`src/rtl/fixed_point_iterative_divider.sv`:
```
// Restoring fixed-point divider, one quotient bit per cycle; c = a / b in n.d format.
// val/rdy handshake on both sides; n+d CALC cycles per operation.
module fixed_point_iterative_divider #(
  parameter int n    = 32,
  parameter int d    = 16,
  parameter bit sign = 1'b1
) (
  input  logic         clk,
  input  logic         reset,
  output logic         recv_rdy,
  input  logic         recv_val,
  input  logic [n-1:0] a,
  input  logic [n-1:0] b,
  input  logic         send_rdy,
  output logic         send_val,
  output logic [n-1:0] c,
  output logic         div_by_zero
);

  localparam int W  = n + d;
  localparam int CW = $clog2(W);
  localparam logic [CW-1:0] LAST = CW'(W - 1);

  typedef enum logic [1:0] {IDLE, CALC, DONE} state_e;

  state_e        state_q, state_d;
  logic [CW-1:0] cnt_q, cnt_d;
  logic [n-1:0]  mag_b_q, mag_b_d;
  logic [n-1:0]  rem_q, rem_d;
  logic [W-1:0]  quo_q, quo_d;
  logic          neg_q, neg_d;
  logic          dbz_q, dbz_d;
  logic          a_neg_q, a_neg_d;

  logic [n:0]    r_shift;
  logic [n-1:0]  r_sub;
  logic          r_ge;
  logic [n-1:0]  mag_a_in, mag_b_in;
  logic [n-1:0]  qmag;

  always_comb begin
    state_d  = state_q;
    cnt_d    = cnt_q;
    mag_b_d  = mag_b_q;
    rem_d    = rem_q;
    quo_d    = quo_q;
    neg_d    = neg_q;
    dbz_d    = dbz_q;
    a_neg_d  = a_neg_q;
    mag_a_in = (sign && a[n-1]) ? -a : a;
    mag_b_in = (sign && b[n-1]) ? -b : b;
    // Remainder stays below the divisor, so the n-bit wrapped difference is exact.
    r_shift  = {rem_q, quo_q[W-1]};
    r_ge     = (r_shift >= {1'b0, mag_b_q});
    r_sub    = r_shift[n-1:0] - mag_b_q;

    case (state_q)
      IDLE: begin
        if (recv_val) begin
          state_d = CALC;
          cnt_d   = '0;
          rem_d   = '0;
          quo_d   = W'(mag_a_in) << d;
          mag_b_d = mag_b_in;
          neg_d   = sign & (a[n-1] ^ b[n-1]);
          dbz_d   = (b == '0);
          a_neg_d = sign & a[n-1];
        end
      end
      CALC: begin
        rem_d = r_ge ? r_sub : r_shift[n-1:0];
        quo_d = {quo_q[W-2:0], r_ge};
        cnt_d = cnt_q + CW'(1);
        if (cnt_q == LAST) state_d = DONE;
      end
      DONE: begin
        cnt_d = '0;
        if (send_rdy) state_d = IDLE;
      end
      default: state_d = IDLE;
    endcase
  end

  always_ff @(posedge clk or negedge reset) begin
    if (!reset) begin
      state_q <= IDLE;
      cnt_q   <= '0;
      mag_b_q <= '0;
      rem_q   <= '0;
      quo_q   <= '0;
      neg_q   <= 1'b0;
      dbz_q   <= 1'b0;
      a_neg_q <= 1'b0;
    end else begin
      state_q <= state_d;
      cnt_q   <= cnt_d;
      mag_b_q <= mag_b_d;
      rem_q   <= rem_d;
      quo_q   <= quo_d;
      neg_q   <= neg_d;
      dbz_q   <= dbz_d;
      a_neg_q <= a_neg_d;
    end
  end

  // Upper d quotient bits are dropped: overflow wraps like the multiplier's truncation.
  assign qmag        = quo_q[n-1:0];
  assign recv_rdy    = (state_q == IDLE);
  assign send_val    = (state_q == DONE);
  assign div_by_zero = dbz_q;

  always_comb begin
    c = neg_q ? -qmag : qmag;
    if (dbz_q) begin
      if (sign) c = a_neg_q ? {1'b1, {(n-1){1'b0}}} : {1'b0, {(n-1){1'b1}}};
      else      c = '1;
    end
  end

endmodule
```
`config.mk`:
```
export PLATFORM = sky130hd
export DESIGN_NAME = fixed_point_iterative_divider
export DESIGN_NICKNAME = d
export VERILOG_FILES = /design/src/rtl/fixed_point_iterative_divider.sv
export SDC_FILE = /design/constraint.sdc
export NUM_CORES = 1
export LEC_CHECK = 0
export CORE_UTILIZATION = 40
export CTS_BUF_LIST = sky130_fd_sc_hd__clkbuf_8
export CTS_CLUSTER_SIZE = 12
export DETAILED_ROUTE_END_ITERATION = 10
export HOLD_SLACK_MARGIN = 0.12
export SLEW_MARGIN = 0
export SYNTH_ARGS = -nofsm -noshare
export SYNTH_HDL_FRONTEND = slang
export SYNTH_SLANG_ARGS = --single-unit
export TNS_END_PERCENT = 5
```
`constraint.sdc`:
```
create_clock -name clk -period 3.6 [get_ports clk]
set_clock_uncertainty 0.05 [all_clocks]
set_input_delay 1.08 -clock clk [delete_from_list [all_inputs] [get_ports clk]]
set_output_delay 1.08 -clock clk [all_outputs]
set_load 0.01 [all_outputs]
```
==> out/results.md, run 1 <==
| Metric | Value | Unit |
|:---|:---|:---|
| Result of the run | complete, but fails checks | - |
| Failing checks | setup timing | - |
| FF-to-FF setup slack | 0.32 | ns |
| H-tree depth | 4 | - |
| Final-report hold violation count | 0 | - |
| Reg clk slew, reported paths | 0.07 | ns |
| Standard cell core area | 21,900 | um2 |
| Min Clock Period, post-route | 4.28 | ns |
| Hold Slack | 0.432 | ns |
| Critical path class | reg2out | - |
| Via density | 5.40 | - |
| Least-Margin Pin Slew | 0.709 | ns |
| Aggregate routed wire length | 23,200 | um |
| Cells on worst reg2reg path | 12 | - |
| Number of I/O pins | 103 | - |
| Min setup slack post-route | -0.678 | ns |
| Setup crit start kind | flop | - |
| Buffer depth of the longest clock path | 2 | - |
| Quantity of hold-fixing buffers added after cts | 0 | - |
| Post-Synthesis Cells | 1,079 | - |
| Switching share of total power | 0.219 | - |
| Number of design rule violations left after detail routing | 0 | - |
| Count of pins over their slew limit | 0 | - |
| Area delta synth->final | 31.1 | % |
| Cell-internal power | 2.53 | mW |
| Portion of the clock cycle consumed by the worst path in the final layout | 1.19 | - |
| Main synth FF type | sky130_fd_sc_hd__dfrtp_1 | - |
| Cell family with most CP delay | simple AND/OR/NAND/NOR gates | - |
| Combinational Power Share | 0.087 | - |
| Cell depth of the worst min-delay path | 2 | - |
| Destination of the worst register-to-register timing path | rem_q[30] | - |
| YS warnings | 0 | - |
| Die height | 151 | um |
| Register area share after synthesis | 0.345 | - |
| Maximum number of pins on one net before global-route repair | 62 | - |
| Worst reg2reg path startpoint | quo_q[47] | - |
| Final setup violation count | 31 | - |
| Site row count | 54 | - |
| Async set-reset flop share out of synthesis | 1.00 | - |
| Cell area after synthesis | 8930 | um2 |
| Post-synth net total | 1,184 | - |
| Latest clock arrival within the worst-skew pair | 0.43 | ns |
| Via count of the first global-routing pass | 7,807 | - |
| Fraction of layout instances using a drive strength above 1 | 0.193 | - |
| CTS root buf | sky130_fd_sc_hd__clkbuf_8 | - |
| IR Drop Worst-Case VDD | 0.000175 | V |
| Number of library cell types mapped by synthesis | 58 | - |
| Max_cap viols | 0 | - |
| Number of gates on the worst path with buffers counted | 11 | - |
| Wire length of the first global-routing pass | 38,400 | um |
| Clock tree sinks | 123 | - |
| Count of flip-flops with a built-in enable after synthesis | 0 | - |
| Critical-path maximum fanout | 3 | - |
| Die width | 151 | um |
| Sequential Power Share | 0.427 | - |
| Slowest stage cell on the critical path | sky130_fd_sc_hd__or4_4 | - |
| DP Wirelength | 17,000 | um |
| Most common cell after layout, fill and taps aside | sky130_fd_sc_hd__nand2_1 | - |
| Initial DRT Pass Iterations | 5 | - |
| Mean post-synth cell area | 8.28 | um2 |
| Initial standard-cell utilization of the core | 0.408 | - |
| TritonCTS clock tree | built | - |
| Post-detailed-route wirelength per cell | 15.0 | um |
| Via count of the routed design | 8,320 | - |
| Worst max-slew margin expressed relative to the limit | 0.526 | - |
| Setup repair after global routing missed its margin | true | - |
| Type of element capturing the critical path | output port | - |
| Total number of nets in the final design | 1,354 | - |
| Residual antenna-violating net count after detailed routing | 0 | - |
| Overall die area | 22,900 | um2 |
| Proportion of power drawn by the clock network | 0.485 | - |
| Power per standard cell area | 276 | nW/um2 |
| Critical path capture point | c[29] | - |
| Commonest cells after routing, fill and taps aside | sky130_fd_sc_hd__nand2_1, sky130_fd_sc_hd__o21ai_0, sky130_fd_sc_hd__dfrtp_1 | - |
| Reported net switching power | 0.706 | mW |
| Number of antenna violations at the first check in global routing | 0 | - |
| Total of flip-flops plus latches after synthesis | 123 | - |
| DRT iter0 DRCs | 397 | - |
| Buffers on Ports | 102 | - |
| Largest stage delay on the critical path | 0.47 | ns |
| Aggregate negative setup slack | -7.25 | ns |
| Required arrival time at the worst endpoint | 2.47 | ns |
| Worst setup path startpoint | quo_q[2] | - |
| Class of the most critical hold timing path | reg2reg | - |
| Total buffers and inverters traversed by the critical path | 2 | - |
| Max Fclk | 234 | MHz |
| Global route total overflow | 0 | - |
| Cells along the critical path | nor2_2 -> nand3_2 -> or4_4 -> or4_4 -> nor4_4 -> nand3_2 -> buf_4 -> o41ai_4 -> xor2_1 -> a21oi_2 -> buf_2 | - |
| Pleak | 4.88 | nW |
| Final antenna diode count | 0 | - |
| GP Congestion | 0.896 | - |
| All-Layer GR Usage | 0.209 | - |
| Number of buffers created by CTS | 17 | - |
| Arr. time, crit path | 3.15 | ns |
power groups by stage:
stage / clock network [mW] / logic, mW / registers (mW)
floorplan: 0 / 0.0839 / 1.41
global placement: 0 / 0.276 / 1.41
detailed placement: 0 / 0.278 / 1.41
CTS: 1.60 / 0.282 / 1.38
global route: 1.65 / 0.313 / 1.38
finish: 1.57 / 0.282 / 1.38
registers in the layout, summed over array words and instances (netlist names):
signal	count
quo_q	48
cnt_q	6
div_by_zero	1
state_q	2
a_neg_q	1
mag_b_q	32
rem_q	32
neg_q	1
how the worst min path moves through the flow:
stage                      startpoint          end  slack, ns
final                      mag_b_q[7]   mag_b_q[7]       0.43
after CTS                 mag_b_q[10]  mag_b_q[10]       0.44
after global routing      mag_b_q[17]  mag_b_q[17]       0.47
after detailed placement  mag_b_q[10]  mag_b_q[10]       0.42
after global placement    mag_b_q[17]  mag_b_q[17]       0.41
after floorplan           mag_b_q[10]  mag_b_q[10]       0.40
timing repair:
item                       CTS  global route
pin swaps                   15            18
setup buffers                1             2
resized for setup          114            46
setup endpoints to repair   39            43
metal layers:
metal / share of wire / up-vias / GRT usage / wire length, um
met5: 0 / - / 0 / 0
met4: 0.0097 / 0 / 0.0490 / 225
met3: 0.032 / 10 / 0.0307 / 741
met2: 0.44 / 149 / 0.318 / 10300
met1: 0.52 / 3939 / 0.309 / 12000
li1: - / 4222 / - / -
cell usage after synthesis (9+ instances only):
master / count / area share
sky130_fd_sc_hd__nor2_1: 38 / 0.016
sky130_fd_sc_hd__and3_1: 9 / 0.0063
sky130_fd_sc_hd__a21o_1: 16 / 0.013
sky130_fd_sc_hd__nand3_1: 48 / 0.027
sky130_fd_sc_hd__or3_1: 11 / 0.0077
sky130_fd_sc_hd__o21ai_0: 146 / 0.082
sky130_fd_sc_hd__ha_1: 36 / 0.050
sky130_fd_sc_hd__nand2_1: 139 / 0.058
sky130_fd_sc_hd__xnor2_1: 25 / 0.025
sky130_fd_sc_hd__a22oi_1: 27 / 0.023
sky130_fd_sc_hd__or4_1: 15 / 0.013
sky130_fd_sc_hd__inv_1: 44 / 0.018
sky130_fd_sc_hd__o31ai_1: 29 / 0.024
sky130_fd_sc_hd__xor2_1: 92 / 0.090
sky130_fd_sc_hd__nor3_1: 10 / 0.0056
sky130_fd_sc_hd__o41ai_1: 9 / 0.0088
sky130_fd_sc_hd__a21oi_1: 64 / 0.036
sky130_fd_sc_hd__clkbuf_1: 60 / 0.025
sky130_fd_sc_hd__dfrtp_1: 123 / 0.34
sky130_fd_sc_hd__mux2i_1: 27 / 0.030
through the flow:
stage	instance area (um2)	utilization	setup slack [ns]	power, mW	instances
2_1_floorplan	8950	-	-0.102	1.49	1079
3_3_place_gp	11000	0.502	-0.662	1.68	1507
3_5_place_dp	11000	0.502	-0.684	1.69	1507
4_1_cts	11600	0.530	-0.797	3.26	1540
5_1_grt	11700	0.535	-0.818	3.35	1542
6_report	11700	0.535	-0.678	3.23	1542
worst reg2reg max path: stages (launching register included):
cell and delay, ns:
sky130_fd_sc_hd__dfrtp_1 0.36, sky130_fd_sc_hd__inv_1 0.10, sky130_fd_sc_hd__ha_1 0.22, sky130_fd_sc_hd__fa_1 0.41, sky130_fd_sc_hd__nor2b_1 0.19, sky130_fd_sc_hd__o21bai_1 0.15, sky130_fd_sc_hd__a2111oi_0 0.57, sky130_fd_sc_hd__a211oi_1 0.14
sky130_fd_sc_hd__a21oi_1 0.35, sky130_fd_sc_hd__a221oi_1 0.14, sky130_fd_sc_hd__o21bai_1 0.21, sky130_fd_sc_hd__xnor2_1 0.15, sky130_fd_sc_hd__o211ai_1 0.09
layout make-up:
cell class | instances | area (um2)
Clock buffer | 19 | 262
Clock inverter | 13 | 245
Fill cell | 2101 | 10200
Inverter | 44 | 165
Multi-Input combinational cell | 845 | 5760
Sequential cell | 123 | 3080
Tap cell | 280 | 350
Timing Repair Buffer | 218 | 1850
cell families (layout without fill, tap and decap cells):
| logic type | Yosys count | after routing | synth area share |
|---|---|---|---|
| xor+xnor | 117 | 117 | 0.115 |
| buf+inv | 111 | 294 | 0.0469 |
| fa+ha+maj | 37 | 37 | 0.0527 |
| flops | 123 | 123 | 0.345 |
| mux | 30 | 30 | 0.0340 |
| compound gates | 340 | 340 | 0.233 |
| simple gates | 321 | 321 | 0.174 |
Power figures use the tool's default switching activity.
==> run 2, diff against run 1 <==
--- a/config.mk
+++ b/config.mk
@@ -9,6 +9,7 @@
 export CTS_BUF_LIST = sky130_fd_sc_hd__clkbuf_8
 export CTS_CLUSTER_SIZE = 12
 export DETAILED_ROUTE_END_ITERATION = 10
+export GPL_ROUTABILITY_DRIVEN = 1
 export HOLD_SLACK_MARGIN = 0.12
 export SLEW_MARGIN = 0
 export SYNTH_ARGS = -nofsm -noshare
==> results of run 2 <==
Same layout as run 1: the final DEF is identical, and so are final timing and power.
==> run 3, diff against run 2 <==
--- a/config.mk
+++ b/config.mk
@@ -11,6 +11,7 @@
 export DETAILED_ROUTE_END_ITERATION = 10
 export GPL_ROUTABILITY_DRIVEN = 1
 export HOLD_SLACK_MARGIN = 0.12
+export SKIP_CTS_REPAIR_TIMING = 1
 export SLEW_MARGIN = 0
 export SYNTH_ARGS = -nofsm -noshare
 export SYNTH_HDL_FRONTEND = slang
==> run 3 against run 2 <==
  * The run still ends with setup timing left
  * Sequential cell count is the same
  * Core utilization down 0.26 points
  * Clock power about the same
  * Fmax down 2.8%
  * Worst hold slack barely moved
  * First-iteration DRC count grew 5.3%
  * Power barely moved
  * Non-clock buffer count did not move
  * Critical endpoint is now c[31]
  * Highest routed layer unchanged
==> out/results.md, run 3 (synthesis gave the netlist of run 1 again) <==
| Metric | Value | Unit | Delta |
|:---|:---|:---|:---|
| Reg clk slew, reported paths | 0.07 | ns | about the same |
| Power per standard cell area | 277 | nW/um2 | +0.42% |
| Buffers on Ports | 102 | - | unchanged |
| Class of the most critical hold timing path | reg2reg | - |  |
| Final setup violation count | 31 | - | unchanged |
| Residual antenna-violating net count after detailed routing | 0 | - | unchanged |
| FF-to-FF setup slack | 0.33 | ns | about the same |
| CTS root buf | sky130_fd_sc_hd__clkbuf_8 | - |  |
| Max_cap viols | 0 | - | unchanged |
| Required arrival time at the worst endpoint | 2.47 | ns | about the same |
| Type of element capturing the critical path | output port | - |  |
| Global route total overflow | 0 | - | unchanged |
| Destination of the worst register-to-register timing path | rem_q[30] | - |  |
| Area delta synth->final | 30.4 | % |  |
| Pleak | 4.90 | nW | +0.45% |
| DP Wirelength | 17,000 | um | unchanged |
| All-Layer GR Usage | 0.207 | - | -0.00233 |
| Worst reg2reg path startpoint | quo_q[47] | - |  |
| Hold path startpoint | mag_b_q[7] | - |  |
| GP Congestion | 0.896 | - | unchanged |
| Top Registers | quo_q x48, mag_b_q x32, rem_q x32 | - |  |
| Standard cell core area | 21,900 | um2 | unchanged |
| Cell depth of the worst min-delay path | 2 | - | unchanged |
| Total of fill cells in the finished design | 2,102 | - | +0.048% |
| TritonCTS clock tree | built | - |  |
| Count of pins over their slew limit | 0 | - | unchanged |
| Initial DRT Pass Iterations | 5 | - | unchanged |
| Via count of the routed design | 8,293 | - | -0.32% |
| Via count of the first global-routing pass | 7,704 | - | -1.3% |
| Min Clock Period, post-route | 4.40 | ns | +0.124 ns |
| Cell mode on critical path | sky130_fd_sc_hd__or4_4 | - |  |
| Cell area after placement | 11,000 | um2 | unchanged |
| Fraction of layout instances using a drive strength above 1 | 0.185 | - | -0.00713 |
| Critical path class | reg2out | - |  |
| Via density | 5.38 | - | -0.32% |
| Die height | 151 | um | unchanged |
| Setup crit start kind | flop | - |  |
| Latest clock arrival within the worst-skew pair | 0.44 | ns | about the same |
| Number of I/O pins | 103 | - | unchanged |
| Worst max-slew margin expressed relative to the limit | 0.537 | - | +0.0112 |
| Post-detailed-route wirelength per cell | 15.0 | um | -0.43% |
| Register bank with the most flops | quo_q | - |  |
| Commonest cells after routing, fill and taps aside | sky130_fd_sc_hd__nand2_1, sky130_fd_sc_hd__o21ai_0, sky130_fd_sc_hd__dfrtp_1 | - |  |
| Arr. time, crit path | 3.27 | ns | +0.12 ns |
| Number of buffers created by CTS | 17 | - | unchanged |
| Die width | 151 | um | unchanged |
| Maximum number of pins on one net before global-route repair | 62 | - | unchanged |
| Number of design rule violations left after detail routing | 0 | - | unchanged |
| Result of the run | complete, but fails checks | - |  |
| Critical-path maximum fanout | 3 | - | unchanged |
| DRT iter0 DRCs | 418 | - | +5.3% |
| Min setup slack post-route | -0.801 | ns | -0.124 ns |
| Cell family with most CP delay | simple AND/OR/NAND/NOR gates | - |  |
| Total buffers and inverters traversed by the critical path | 2 | - | unchanged |
| Final antenna diode count | 0 | - | unchanged |
| Clock tree sinks | 123 | - | unchanged |
| Hold-critical path endpoint | mag_b_q[7] | - |  |
| Number of antenna violations at the first check in global routing | 0 | - | unchanged |
| Aggregate routed wire length | 23,100 | um | -0.43% |
| Slowest stage cell on the critical path | sky130_fd_sc_hd__or4_4 | - |  |
| Cells on worst reg2reg path | 12 | - | unchanged |
| Final-report hold violation count | 0 | - | unchanged |
| Setup repair after global routing missed its margin | true | - |  |
| Initial standard-cell utilization of the core | 0.408 | - | unchanged |
| Max Fclk | 227 | MHz | -2.8% |
| Least-Margin Pin Slew | 0.693 | ns | -0.0168 ns |
| Total number of nets in the final design | 1,354 | - | unchanged |
| Cells along the critical path | nor2_2 -> nand3_1 -> or4_4 -> or4_4 -> nor4_4 -> nand3_2 -> buf_4 -> o31ai_2 -> xnor2_1 -> mux2_2 -> dlymetal6s2s_1 | - |  |
| Most common cell after layout, fill and taps aside | sky130_fd_sc_hd__nand2_1 | - |  |
| Area of all placed cells without fillers | 11,700 | um2 | -0.48% |
| IR Drop Worst-Case VDD | 0.000175 | V | -0.28% |
| Portion of the clock cycle consumed by the worst path in the final layout | 1.22 | - | +0.0343 |
| Wire length of the first global-routing pass | 38,000 | um | -1.2% |
| Number of gates on the worst path with buffers counted | 11 | - | unchanged |
| Buffer depth of the longest clock path | 2 | - | unchanged |
| Failing checks | setup timing | - |  |
| Site row count | 54 | - | unchanged |
| Overall die area | 22,900 | um2 | unchanged |
| Total chip power | 3.23 | mW | about the same |
| Largest stage delay on the critical path | 0.46 | ns | about the same |
| Flip-flop count of the largest register after layout | 48 | - | unchanged |
| H-tree depth | 4 | - | unchanged |
[run 3: cell count changes in the layout (fill, tap and decap cells not counted), moves of 3 or more]
cell,change
sky130_fd_sc_hd__buf_2,-14
sky130_fd_sc_hd__clkbuf_2,+14
sky130_fd_sc_hd__clkdlybuf4s15_2,-3
sky130_fd_sc_hd__o21ai_1,+3
sky130_fd_sc_hd__dlymetal6s2s_1,+6
[run 3: how the worst max path moves through the flow]
stage | from | end
2_1_floorplan | b[8] | mag_b_q[30]
3_3_place_gp | b[8] | mag_b_q[30]
3_5_place_dp | b[8] | mag_b_q[30]
4_1_cts | quo_q[3] | c[31]
5_1_grt | quo_q[2] | c[31]
6_report | quo_q[2] | c[31]
[run 3: report_power, final]
group	internal (mW)	switching [mW]	leakage, nW
sequential	1.38	0	1.43
clock	0.996	0.571	0.257
combinational	0.148	0.134	3.21
total	2.53	0.705	4.90
[run 3: metrics by stage]
stage               instances  utilization  worst slack (ns)  hold slack [ns]  TNS [ns]
floorplan                1079            -            -0.102            0.400    -0.394
global placement         1507        0.502            -0.662            0.412    -15.56
detailed placement       1507        0.502            -0.684            0.421    -16.59
CTS                      1539        0.525             -1.10            0.438    -19.48
global route             1542        0.532            -0.959            0.473    -12.15
finish                   1542        0.532            -0.801            0.432     -7.50
[run 3: routing by layer]
metal	global-route usage	share of wire	vias up
met4	0.0490	0.010	0
met5	0	0	-
met2	0.312	0.44	148
met3	0.0307	0.036	11
met1	0.307	0.51	3913
li1	-	-	4221
[run 3: worst reg2reg max path, cell delays in order (launching register included)]
cell and delay (ns):
sky130_fd_sc_hd__dfrtp_1 0.36, sky130_fd_sc_hd__inv_1 0.10, sky130_fd_sc_hd__ha_1 0.22, sky130_fd_sc_hd__fa_1 0.41
sky130_fd_sc_hd__nor2b_1 0.19, sky130_fd_sc_hd__o21bai_1 0.15, sky130_fd_sc_hd__a2111oi_0 0.57, sky130_fd_sc_hd__a211oi_1 0.14
sky130_fd_sc_hd__a21oi_1 0.35, sky130_fd_sc_hd__a221oi_1 0.14, sky130_fd_sc_hd__o21bai_1 0.21, sky130_fd_sc_hd__xnor2_1 0.15
sky130_fd_sc_hd__o211ai_1 0.09
[run 3: layout make-up]
type                       count  area (um2)  area share
inverter                      44         165      0.0142
clock buffer                  19         262      0.0224
multi-input combinational    845        5700       0.489
sequential                   123        3080       0.264
clock inverter                13         245      0.0210
timing repair buffer         218        1850       0.159
tap                          280         350      0.0301
